--- config.mk ---
export PLATFORM = sky130hd
export DESIGN_NAME = if_fetch_unit_flat
export DESIGN_NICKNAME = d
export VERILOG_FILES = /design/src/rtl/if_fetch_unit_if.sv /design/src/rtl/if_fetch_unit.sv /design/src/flat_wrapper.sv
export SDC_FILE = /design/constraint.sdc
export NUM_CORES = 1
export LEC_CHECK = 0
export ABC_AREA = 0
export ABC_CLOCK_PERIOD_IN_PS = 7100
export CAP_MARGIN = 0
export CORE_ASPECT_RATIO = 0.75
export CORE_UTILIZATION = 64
export CTS_BUF_LIST = sky130_fd_sc_hd__clkbuf_4
export CTS_CLUSTER_DIAMETER = 100
export CTS_CLUSTER_SIZE = 20
export DETAILED_ROUTE_END_ITERATION = 16
export PLACE_DENSITY = 0.84
export SLEW_MARGIN = 30
export SYNTH_ARGS = -nofsm -noshare
export SYNTH_HDL_FRONTEND = slang
export SYNTH_SLANG_ARGS = --single-unit
export TNS_END_PERCENT = 50
--- constraint.sdc ---
create_clock -name clk -period 7.1 [get_ports clk]
set_input_delay 0.71 -clock clk [delete_from_list [all_inputs] [get_ports clk]]
set_output_delay 0.71 -clock clk [all_outputs]
set_load 0.01 [all_outputs]
--- src/rtl/if_fetch_unit_if.sv ---
// Fetch-stage bus: run control, redirect/stall from downstream, program-load
// port, and the fetched instruction/PC handed to the IF/ID register.
interface if_fetch_unit_if #(
  parameter int PC_W    = 8,
  parameter int INSTR_W = 8
);
  logic               start;
  logic               stall;
  logic               jump_en;
  logic [PC_W-1:0]    jump_target;
  logic               prog_we;
  logic [PC_W-1:0]    prog_addr;
  logic [INSTR_W-1:0] prog_data;
  logic [INSTR_W-1:0] instrCode;
  logic [PC_W-1:0]    pc;
  logic               flush;
  logic               halted;

  // Requester side: drives control/program, observes fetch output.
  modport master (
    output start, stall, jump_en, jump_target, prog_we, prog_addr, prog_data,
    input  instrCode, pc, flush, halted
  );

  // Fetch unit side.
  modport slave (
    input  start, stall, jump_en, jump_target, prog_we, prog_addr, prog_data,
    output instrCode, pc, flush, halted
  );
endinterface

--- src/rtl/if_fetch_unit.sv ---
// Instruction fetch stage: PC register, loadable instruction memory and an
// IDLE/RUN/HALT run-control FSM. A redirect raises flush combinationally so
// the IF/ID register drops the single wrong-path instruction.
module if_fetch_unit #(
  parameter int                 PC_W      = 8,
  parameter int                 INSTR_W   = 8,
  parameter int                 MEM_DEPTH = 32,
  parameter logic [PC_W-1:0]    RESET_PC  = '0,
  parameter logic [INSTR_W-1:0] HALT_OP   = 8'hFF
) (
  input  logic              clk,
  input  logic              rst,
  if_fetch_unit_if.slave    bus
);

  localparam int AW = (MEM_DEPTH > 1) ? $clog2(MEM_DEPTH) : 1;
  // Address mask; MEM_DEPTH is a power of two so this keeps the low AW bits.
  localparam logic [PC_W-1:0] PC_MASK = PC_W'(MEM_DEPTH - 1);

  localparam logic [1:0] S_IDLE = 2'd0;
  localparam logic [1:0] S_RUN  = 2'd1;
  localparam logic [1:0] S_HALT = 2'd2;

  logic [1:0]                        r_state;
  logic [1:0]                        w_state_nxt;
  logic [PC_W-1:0]                   r_pc;
  logic [PC_W-1:0]                   w_pc_nxt;
  logic [MEM_DEPTH-1:0][INSTR_W-1:0] r_mem;
  logic [INSTR_W-1:0]                w_rd;
  logic [AW-1:0]                     w_rd_idx;
  logic [AW-1:0]                     w_wr_idx;
  logic                              w_run;
  logic                              w_mem_we;

  assign w_run    = (r_state == S_RUN);
  assign w_rd_idx = r_pc[AW-1:0];
  assign w_wr_idx = bus.prog_addr[AW-1:0];
  assign w_rd     = r_mem[w_rd_idx];
  // Program loading is only honoured while idle and out of reset.
  assign w_mem_we = rst && (r_state == S_IDLE) && bus.prog_we;

  // Upper address bits beyond the memory depth are intentionally dropped.
  generate
    if (PC_W > AW) begin : g_addr_hi
      logic w_unused_addr_hi;
      assign w_unused_addr_hi = ^bus.prog_addr[PC_W-1:AW];
    end
  endgenerate

  // Next-state / next-PC: redirect beats stall beats halt detect beats increment.
  always_comb begin
    w_state_nxt = r_state;
    w_pc_nxt    = r_pc;
    case (r_state)
      S_IDLE: begin
        if (bus.start) w_state_nxt = S_RUN;
      end
      S_RUN: begin
        if (bus.jump_en) begin
          w_pc_nxt = bus.jump_target & PC_MASK;
        end else if (bus.stall) begin
          w_pc_nxt = r_pc;
        end else if (w_rd == HALT_OP) begin
          w_state_nxt = S_HALT;
        end else begin
          w_pc_nxt = (r_pc == PC_MASK) ? '0 : ((r_pc + 1'b1) & PC_MASK);
        end
      end
      S_HALT: begin
        w_state_nxt = S_HALT;
      end
      default: begin
        w_state_nxt = S_IDLE;
      end
    endcase
  end

  // Run-control state and PC; reset aborts fetch immediately.
  always_ff @(posedge clk or negedge rst) begin
    if (!rst) begin
      r_state <= S_IDLE;
      r_pc    <= RESET_PC & PC_MASK;
    end else begin
      r_state <= w_state_nxt;
      r_pc    <= w_pc_nxt;
    end
  end

  // Instruction memory write port; contents survive reset.
  always_ff @(posedge clk) begin
    if (w_mem_we) r_mem[w_wr_idx] <= bus.prog_data;
  end

  // Outputs: instruction only valid in RUN, flush only on a RUN redirect.
  assign bus.instrCode = w_run ? w_rd : '0;
  assign bus.pc        = r_pc;
  assign bus.flush     = w_run && bus.jump_en;
  assign bus.halted    = (r_state == S_HALT);

endmodule

--- src/flat_wrapper.sv ---
// flat-port wrapper written by rule: the top's interface ports become plain ports
module if_fetch_unit_flat 
#(
  parameter int                 PC_W      = 8,
  parameter int                 INSTR_W   = 8,
  parameter int                 MEM_DEPTH = 32,
  parameter logic [PC_W-1:0]    RESET_PC  = '0,
  parameter logic [INSTR_W-1:0] HALT_OP   = 8'hFF
)
  (clk, rst, bus_start, bus_stall, bus_jump_en, bus_jump_target, bus_prog_we, bus_prog_addr, bus_prog_data, bus_instrCode, bus_pc, bus_flush, bus_halted);
  if_fetch_unit_if #(.PC_W(PC_W), .INSTR_W(INSTR_W)) bus_i ();
  input  logic clk;
  input  logic rst;
  input wire logic [$bits(bus_i.start)-1:0] bus_start;
  input wire logic [$bits(bus_i.stall)-1:0] bus_stall;
  input wire logic [$bits(bus_i.jump_en)-1:0] bus_jump_en;
  input wire logic [$bits(bus_i.jump_target)-1:0] bus_jump_target;
  input wire logic [$bits(bus_i.prog_we)-1:0] bus_prog_we;
  input wire logic [$bits(bus_i.prog_addr)-1:0] bus_prog_addr;
  input wire logic [$bits(bus_i.prog_data)-1:0] bus_prog_data;
  output wire logic [$bits(bus_i.instrCode)-1:0] bus_instrCode;
  output wire logic [$bits(bus_i.pc)-1:0] bus_pc;
  output wire logic [$bits(bus_i.flush)-1:0] bus_flush;
  output wire logic [$bits(bus_i.halted)-1:0] bus_halted;
  assign bus_i.start = bus_start;
  assign bus_i.stall = bus_stall;
  assign bus_i.jump_en = bus_jump_en;
  assign bus_i.jump_target = bus_jump_target;
  assign bus_i.prog_we = bus_prog_we;
  assign bus_i.prog_addr = bus_prog_addr;
  assign bus_i.prog_data = bus_prog_data;
  assign bus_instrCode = bus_i.instrCode;
  assign bus_pc = bus_i.pc;
  assign bus_flush = bus_i.flush;
  assign bus_halted = bus_i.halted;
  if_fetch_unit #(.PC_W(PC_W), .INSTR_W(INSTR_W), .MEM_DEPTH(MEM_DEPTH), .RESET_PC(RESET_PC), .HALT_OP(HALT_OP)) u_core (.clk(clk), .rst(rst), .bus(bus_i));
endmodule
==> impl_results.rst, run 1 <==
.. list-table::
   :header-rows: 1

   * - Metric
     - Value
   * - Status
     - completed
   * - Worst Hold Class
     - in2async
   * - Power per Cell Area
     - ~320 nW/um^2
   * - Synth Register Bits
     - roughly 260
   * - Length in cells of the worst reg-to-reg path
     - 9
   * - Post-cts repair resize count
     - 0
   * - Core region area
     - 16100 sq um
   * - Clock transition at the registers of the reported paths
     - 0.20 ns
   * - Tot Pwr
     - roughly 3600 uW
   * - Power share of the clock group
     - ~17%
   * - First-pass GRT wire length
     - around 32000 um
   * - Count of antenna diodes in the layout
     - 0
   * - Setup violations, final
     - 0
   * - Routed wire per std cell
     - about 27 um
   * - TritonCTS clock tree
     - done
   * - Share of power burned in registers
     - roughly half
   * - Final critical delay including setup and external delays
     - between 4 and 5 ns
   * - Hold slack final
     - about 0.30 ns
   * - Sequential element share of the synthesized area
     - about three quarters
   * - Number of hold buffers added after CTS
     - 0
   * - Count of boundary I/O pins
     - 48
   * - Warnings, synthesis
     - 0
   * - LEAKAGE
     - roughly 0.0036 uW
   * - Largest vdd supply drop
     - a little under 0.2 mV
   * - Share of async-settable or async-resettable flops after synthesis
     - under 10%
   * - Reg2Reg Setup Slack
     - between 3 and 4 ns
   * - Final weighted congestion of routability-driven global placement
     - about 0.84
   * - Pins over their slew limit
     - 0
   * - Initial Utilization
     - 66.1%
   * - Final design utilization
     - approximately 70%
   * - Postcts setup bufs
     - 0
   * - Source-to-sink clock delay at the later pin of the worst-skew pair
     - 0.66 ns
   * - Overall routing resource usage
     - between 20% and 30%
   * - Fmax
     - around 210 MHz
   * - Total wire length after detailed routing
     - around 22000 um
   * - Critical path required time
     - roughly 6.4 ns
   * - Cell accounting for the most synthesized area
     - sky130_fd_sc_hd__edfxtp_1
   * - Vias/cell
     - just under 7
   * - Routing usage on met3
     - roughly 4.2%
   * - Area growth syn-to-layout
     - 6.06%
   * - Top cell type's share of synthesized area
     - between 70% and 80%
   * - Full die area
     - 17200 sq um
   * - Std-Cell Rows
     - 40
   * - Endpoint of the worst register-to-register path
     - u_core.bus.pc[1]
   * - CP arrival
     - 4.14 ns
   * - Critical Path Source Type
     - flip-flop
   * - GRT met1 Usage
     - roughly two fifths
   * - Endpoints failing hold
     - 0
   * - Final cycle utilization of the critical path
     - between 60% and 70%
   * - Worst slew slack as a fraction of its limit
     - about two fifths
   * - Clock buffers created by TritonCTS
     - 17
   * - Initial DRC Count
     - between 600 and 700
   * - Share of layout cells above drive strength 1
     - between 10% and 20%
   * - Routed Antenna Nets
     - 0
   * - Fin worst setup slack
     - around 2.3 ns
   * - Library cell used as clock root buffer
     - sky130_fd_sc_hd__clkbuf_4
   * - Distinct cells, synth
     - 49
   * - Highest-utilization routing layer at the global route stage
     - met1
   * - Sink Count
     - between 200 and 300
   * - Post-place setup slack
     - between 2 and 3 ns
   * - Largest cells by area after synthesis
     - sky130_fd_sc_hd__edfxtp_1 (72%), sky130_fd_sc_hd__mux4_2 (6.1%), sky130_fd_sc_hd__mux4_1 (4.7%), sky130_fd_sc_hd__mux2i_1 (2.3%), sky130_fd_sc_hd__nor2_1 (1.7%)
   * - Crit path capture type
     - output port
   * - Dominant register cell in the synthesized netlist
     - sky130_fd_sc_hd__edfxtp_1
   * - Summed negative setup slack over all endpoints
     - 0 ns
   * - Transition at the pin with the smallest max-transition slack
     - 0.912 ns
   * - Vert. Die Dim
     - ~110 um
   * - Port bufs
     - 38
   * - Detailed placement HPWL
     - approximately 14000 um
   * - Count of vias placed by the detailed router
     - between 5000 and 6000
   * - Internal
     - 2430 uW
   * - Pin count of the biggest net entering global routing
     - 50
   * - Antenna violations before repair
     - 0
   * - Top cell types by occurrence after synthesis
     - sky130_fd_sc_hd__edfxtp_1 (256), sky130_fd_sc_hd__nor2_1 (49), sky130_fd_sc_hd__mux4_2 (29)
   * - Switching part of the total
     - 32.0%
   * - Total net switching power
     - around 1100 uW
   * - Met2 usage
     - about 39%
   * - Class of the most critical setup path
     - reg2out
   * - Endpoint of the worst setup timing path
     - bus_instrCode[2]
   * - Die width
     - about 150 um
   * - Cell count after synthesis
     - approximately 550
   * - Detailed-router iteration count before antenna repair
     - 5
   * - Start of the worst register-to-register path
     - u_core.bus.pc[0]
   * - Total congestion overflow after global routing
     - 0
   * - Proportion of power drawn by combinational gates
     - 32.4%
   * - RSZ-0062 raised after global routing
     - false
   * - Level count of the clock H-tree
     - 1
   * - Post-synth EDFFs
     - approximately 260
   * - Final layout net count
     - just over 600
   * - Worst setup path startpoint
     - u_core.bus.pc[0]
   * - Most frequent cell after synthesis
     - sky130_fd_sc_hd__edfxtp_1
   * - Netlist Area Pre-Place
     - 10700 sq um
   * - Syn Area/Cell
     - between 15 and 20 sq um
   * - Clock Tree Buf Depth
     - 3
   * - Total of max-cap violations
     - 0
   * - Via count of the first global-routing pass
     - approximately 5200
   * - Maximum clock skew at final layout
     - 0.0541 ns
   * - Peak fanout along the critical path
     - just under 50
   * - Detailed-route DRC error count
     - 0
==> flip-flops by register name, summed over array words and instances, names as in the netlist <==
register / flops
u_core.r_mem: 256
u_core.bus.pc: 5
u_core.r_state: 2
==> area by class of cell <==
type / count / area [sq um]
Multi-Input combinational cell: 249 / 2570
Timing Repair Buffer: 42 / 375
Fill cell: 963 / 4820
Inverter: 7 / 26.3
Clock buffer: 23 / 173
Sequential cell: 263 / 7870
Tap cell: 210 / 263
Clock inverter: 1 / 20.0
==> how the worst min path moves through the flow <==
stage	to	slack (ns)	depth (start not counted)
after global routing	u_core.r_state[0]	0.29	1
after global placement	u_core.r_state[0]	0.68	3
final	u_core.bus.pc[1]	0.30	1
after CTS	u_core.r_state[1]	0.30	1
after floorplan	u_core.bus.pc[0]	0.41	0
after detailed placement	u_core.r_state[1]	0.72	3
==> per-layer routing <==
| layer | part of all wire [%] | wire length (um) |
|---|---|---|
| met4 | 2.2 | 471 |
| met5 | 0 | 0 |
| met3 | 10 | 2240 |
| met2 | 46 | 9950 |
| met1 | 41 | 8910 |
==> layout by cell type (no fill, tap or decap), drive strengths merged, types with 5 or more instances in the layout <==
| master | n |
|---|---|
| clkdlybuf4s50 | 31 |
| buf | 11 |
| inv | 7 |
| nand3 | 8 |
| clkbuf | 23 |
| mux2i | 24 |
| mux4 | 48 |
| a22o | 9 |
| nor2 | 49 |
| a22oi | 8 |
| nand2 | 12 |
| o221ai | 8 |
| edfxtp | 256 |
| a211oi | 8 |
| ha | 6 |
| a221oi | 5 |
| mux2 | 16 |
| o21ai | 5 |
| dfrtp | 7 |
==> critical path, stage by stage, from the launching register on <==
cell and delay [ns]:
sky130_fd_sc_hd__dfrtp_2 0.57, sky130_fd_sc_hd__buf_4 0.74, sky130_fd_sc_hd__mux4_1 0.73, sky130_fd_sc_hd__mux2_2 0.31, sky130_fd_sc_hd__a22o_1 0.25, sky130_fd_sc_hd__o21ai_0 0.28, sky130_fd_sc_hd__nor2_1 0.09, sky130_fd_sc_hd__clkdlybuf4s50_1 0.49
==> cells by family after synthesis <==
family / Yosys count / synth area share, %
compound gates: 61 / 4.41
buf+inv: 36 / 2.13
fa+ha+maj: 6 / 0.705
flops: 263 / 73.8
other cells: 1 / 0.0352
simple gates: 90 / 4.05
xor+xnor: 1 / 0.0823
mux: 88 / 14.8
==> power by group through the flow <==
stage | Combinational (uW) | Sequential [uW] | Clock, uW
floorplan | 873 | 1790 | 0
global placement | 1120 | 1850 | 0
detailed placement | 1150 | 1860 | 0
CTS | 1150 | 1820 | 590
global route | 1230 | 1830 | 639
finish | 1160 | 1820 | 590
==> per-stage QoR <==
stage	instance area, sq um	std cells
after global routing	11300	795
final	11300	795
after global placement	11100	771
after floorplan	10700	548
after detailed placement	11100	771
after CTS	11300	795
Power figures use the tool's default switching activity.
==> run 2, diff against run 1 <==
- ABC_CLOCK_PERIOD_IN_PS: 7100 -> 4300
- CORE_UTILIZATION: 64 -> 56
- PLACE_DENSITY: 0.84 -> 0.78
- clock period: 7.1 -> 4.3 ns (I/O delays scaled with it)
==> run 2 against run 1 <==
Compared with the run above: cell area up 0.90%; via count up 1.2%; total power up 66%; non-clock buffer count is 7 higher.
==> impl_results.rst, run 2 (synthesized netlist as in run 1, its figures left out) <==
.. list-table::
   :header-rows: 1

   * - Metric
     - Value
   * - Final critical delay including setup and external delays
     - approximately 4.2 ns
   * - Most frequent standard cell in the layout excluding fill and tap cells
     - sky130_fd_sc_hd__edfxtp_1
   * - Pin count of the biggest net entering global routing
     - 34 (-32%)
   * - Worst Hold Class
     - in2async
   * - RSZ-0062 raised after global routing
     - false
   * - Total wire length after detailed routing
     - 21900 um (+1.5%)
   * - Pins over their slew limit
     - 0 (unchanged)
   * - Sink Count
     - 263 (unchanged)
   * - Clock Tree Buf Depth
     - 3 (unchanged)
   * - Post-cts repair resize count
     - 0 (unchanged)
   * - Clock buffers created by TritonCTS
     - 17 (unchanged)
   * - Die width
     - 161 um (+6.8%)
   * - CP peak stage delay
     - 0.88 ns (+0.14 ns)
   * - Vias/cell
     - 6.47 (-4.2%)
   * - Total of max-cap violations
     - 0 (unchanged)
   * - Post-place setup slack
     - 0.843 ns (-2.12 ns)
   * - Core region area
     - 18600 sq um (+15%)
   * - LEAKAGE
     - 0.00362 uW (+1.0%)
   * - Initial Utilization
     - 57.4% (-8.7 points)
   * - Full die area
     - 19600 sq um (+14%)
   * - Fmax
     - between 200 and 250 MHz
   * - Final design utilization
     - 61.4% (-8.7 points)
   * - Most used cells in the layout excluding fill and tap cells
     - sky130_fd_sc_hd__edfxtp_1 (256), sky130_fd_sc_hd__nor2_1 (49), sky130_fd_sc_hd__clkdlybuf4s50_1 (30)
   * - Number of hold buffers added after CTS
     - 0 (unchanged)
   * - CP max stage cell
     - sky130_fd_sc_hd__dfrtp_2
   * - Max FFs per register
     - 256 (unchanged)
   * - Library cell used as clock root buffer
     - sky130_fd_sc_hd__clkbuf_4
   * - Cell breakdown of the critical path
     - buf_12 -> mux4_1 -> a22o_1 -> a211oi_1 -> a21o_1 -> nor2_1 -> clkdlybuf4s50_1
   * - Source-to-sink clock delay at the later pin of the worst-skew pair
     - 0.65 ns (about the same)
   * - Detailed placement HPWL
     - 14600 um (+5.5%)
   * - First-pass GRT wire length
     - 32700 um (+2.5%)
   * - Count of boundary I/O pins
     - 48 (unchanged)
   * - Hold slack final
     - 0.0277 ns (-0.269 ns)
   * - Clock transition at the registers of the reported paths
     - 0.19 ns (about the same)
   * - Crit path capture type
     - output port
   * - Routed Antenna Nets
     - 0 (unchanged)
   * - Via count of the first global-routing pass
     - 5372 (+3.2%)
   * - Initial DRC Count
     - 587 (-8.7%)
   * - Layout fillers
     - 1306 (+36%)
   * - Worst setup path startpoint
     - u_core.bus.pc[0]
   * - Vert. Die Dim
     - 121 um (+6.8%)
   * - Final weighted congestion of routability-driven global placement
     - 0.839 (about the same)
   * - Detailed-router iteration count before antenna repair
     - 5 (unchanged)
   * - Start of the worst register-to-register path
     - u_core.bus.pc[0]
   * - Length in cells of the worst reg-to-reg path
     - 9 (unchanged)
   * - Status
     - completed
   * - Summed negative setup slack over all endpoints
     - 0 ns (unchanged)
   * - Peak fanout along the critical path
     - 25 (-49%)
   * - Power per Cell Area
     - 522 nW/um^2 (+65%)
   * - Critical path required time
     - 3.87 ns (-2.52 ns)
   * - Postcts setup bufs
     - 0 (unchanged)
   * - Port bufs
     - 38 (unchanged)
   * - Detailed-route DRC error count
     - 0 (unchanged)
   * - TritonCTS clock tree
     - done
   * - Final layout net count
     - 623 (+1.1%)
   * - Fin worst setup slack
     - 0.147 ns (-2.10 ns)
   * - Antenna violations before repair
     - 1 (+1)
   * - Std-Cell Rows
     - 43 (+7.5%)
   * - Tot Pwr
     - 5950 uW (+66%)
   * - Largest vdd supply drop
     - 0.302 mV (+56%)
   * - Worst slew slack as a fraction of its limit
     - 36.7% (-2.3 points)
   * - Class of the most critical setup path
     - reg2out
   * - Most flop-heavy register
     - u_core.r_mem
   * - Critical Path Source Type
     - flip-flop
   * - Setup violations, final
     - 0 (unchanged)
   * - Overall routing resource usage
     - 23.4% (-3.0 points)
   * - Endpoints failing hold
     - 0 (unchanged)
   * - Final cycle utilization of the critical path
     - around 97%
   * - Count of vias placed by the detailed router
     - 5431 (+1.2%)
   * - Total congestion overflow after global routing
     - 0 (unchanged)
   * - Maximum clock skew at final layout
     - 0.0351 ns (-0.0190 ns)
   * - CP arrival
     - 3.72 ns (-0.42 ns)
   * - Routed wire per std cell
     - 26.1 um (-3.9%)
   * - Level count of the clock H-tree
     - 1 (unchanged)
   * - Transition at the pin with the smallest max-transition slack
     - 0.946 ns (+0.0337 ns)
   * - Share of layout cells above drive strength 1
     - 16.0% (+1.2 points)
   * - Area growth syn-to-layout
     - 7.01%
run 2: cell type report:
class                      count  area [sq um]  share of cell area (%)
clock inverter                 2          23.8                   0.209
multi-input combinational    249          2570                    22.5
sequential                   263          7870                    69.0
antenna                        1          2.50                  0.0220
timing repair buffer          49           435                    3.82
tap                          247           309                    2.71
clock buffer                  22           165                    1.45
inverter                       7          26.3                   0.231
run 2: through the flow:
stage,instance area (sq um),std cells
3_5_place_dp,11200,815
6_report,11400,840
3_3_place_gp,11200,815
5_1_grt,11400,840
4_1_cts,11400,839
2_1_floorplan,10700,548
run 2: worst paths after layout:
kind	end	slack [ns]
setup / recovery	bus_instrCode[5]	0.15
hold / removal	u_core.bus.pc[3]	0.03
setup reg to reg	u_core.bus.pc[2]	0.85
hold reg to reg	u_core.r_state[1]	0.74
max in group asynchronous	u_core.bus.pc[1]	3.98
min in group clk	u_core.r_mem[83]	0.27
run 2: worst max-delay path, delay by kind of cell (launching register included):
| family | cells | cell delay, ns |
|---|---|---|
| DFF | 1 | 0.88 |
| muxes | 1 | 0.61 |
| buffers and inverters | 2 | 0.78 |
| AOI/OAI and AO/OA | 3 | 0.71 |
| and+or+nand+nor | 1 | 0.07 |
run 2: layer usage:
layer  vias up  GRT usage [%]  part of all wire [%]
li1       2320              -                     -
met1      2797           35.8                    43
met2       280           34.3                    45
met3        34           4.99                   9.4
met4         0           6.13                   2.3
met5         -              0                     0
run 2: power breakdown:
| group | switching, uW | total [uW] | internal [uW] |
|---|---|---|---|
| combinational | 970 | 1910 | 936 |
| clock | 717 | 966 | 249 |
| sequential | 223 | 3080 | 2850 |
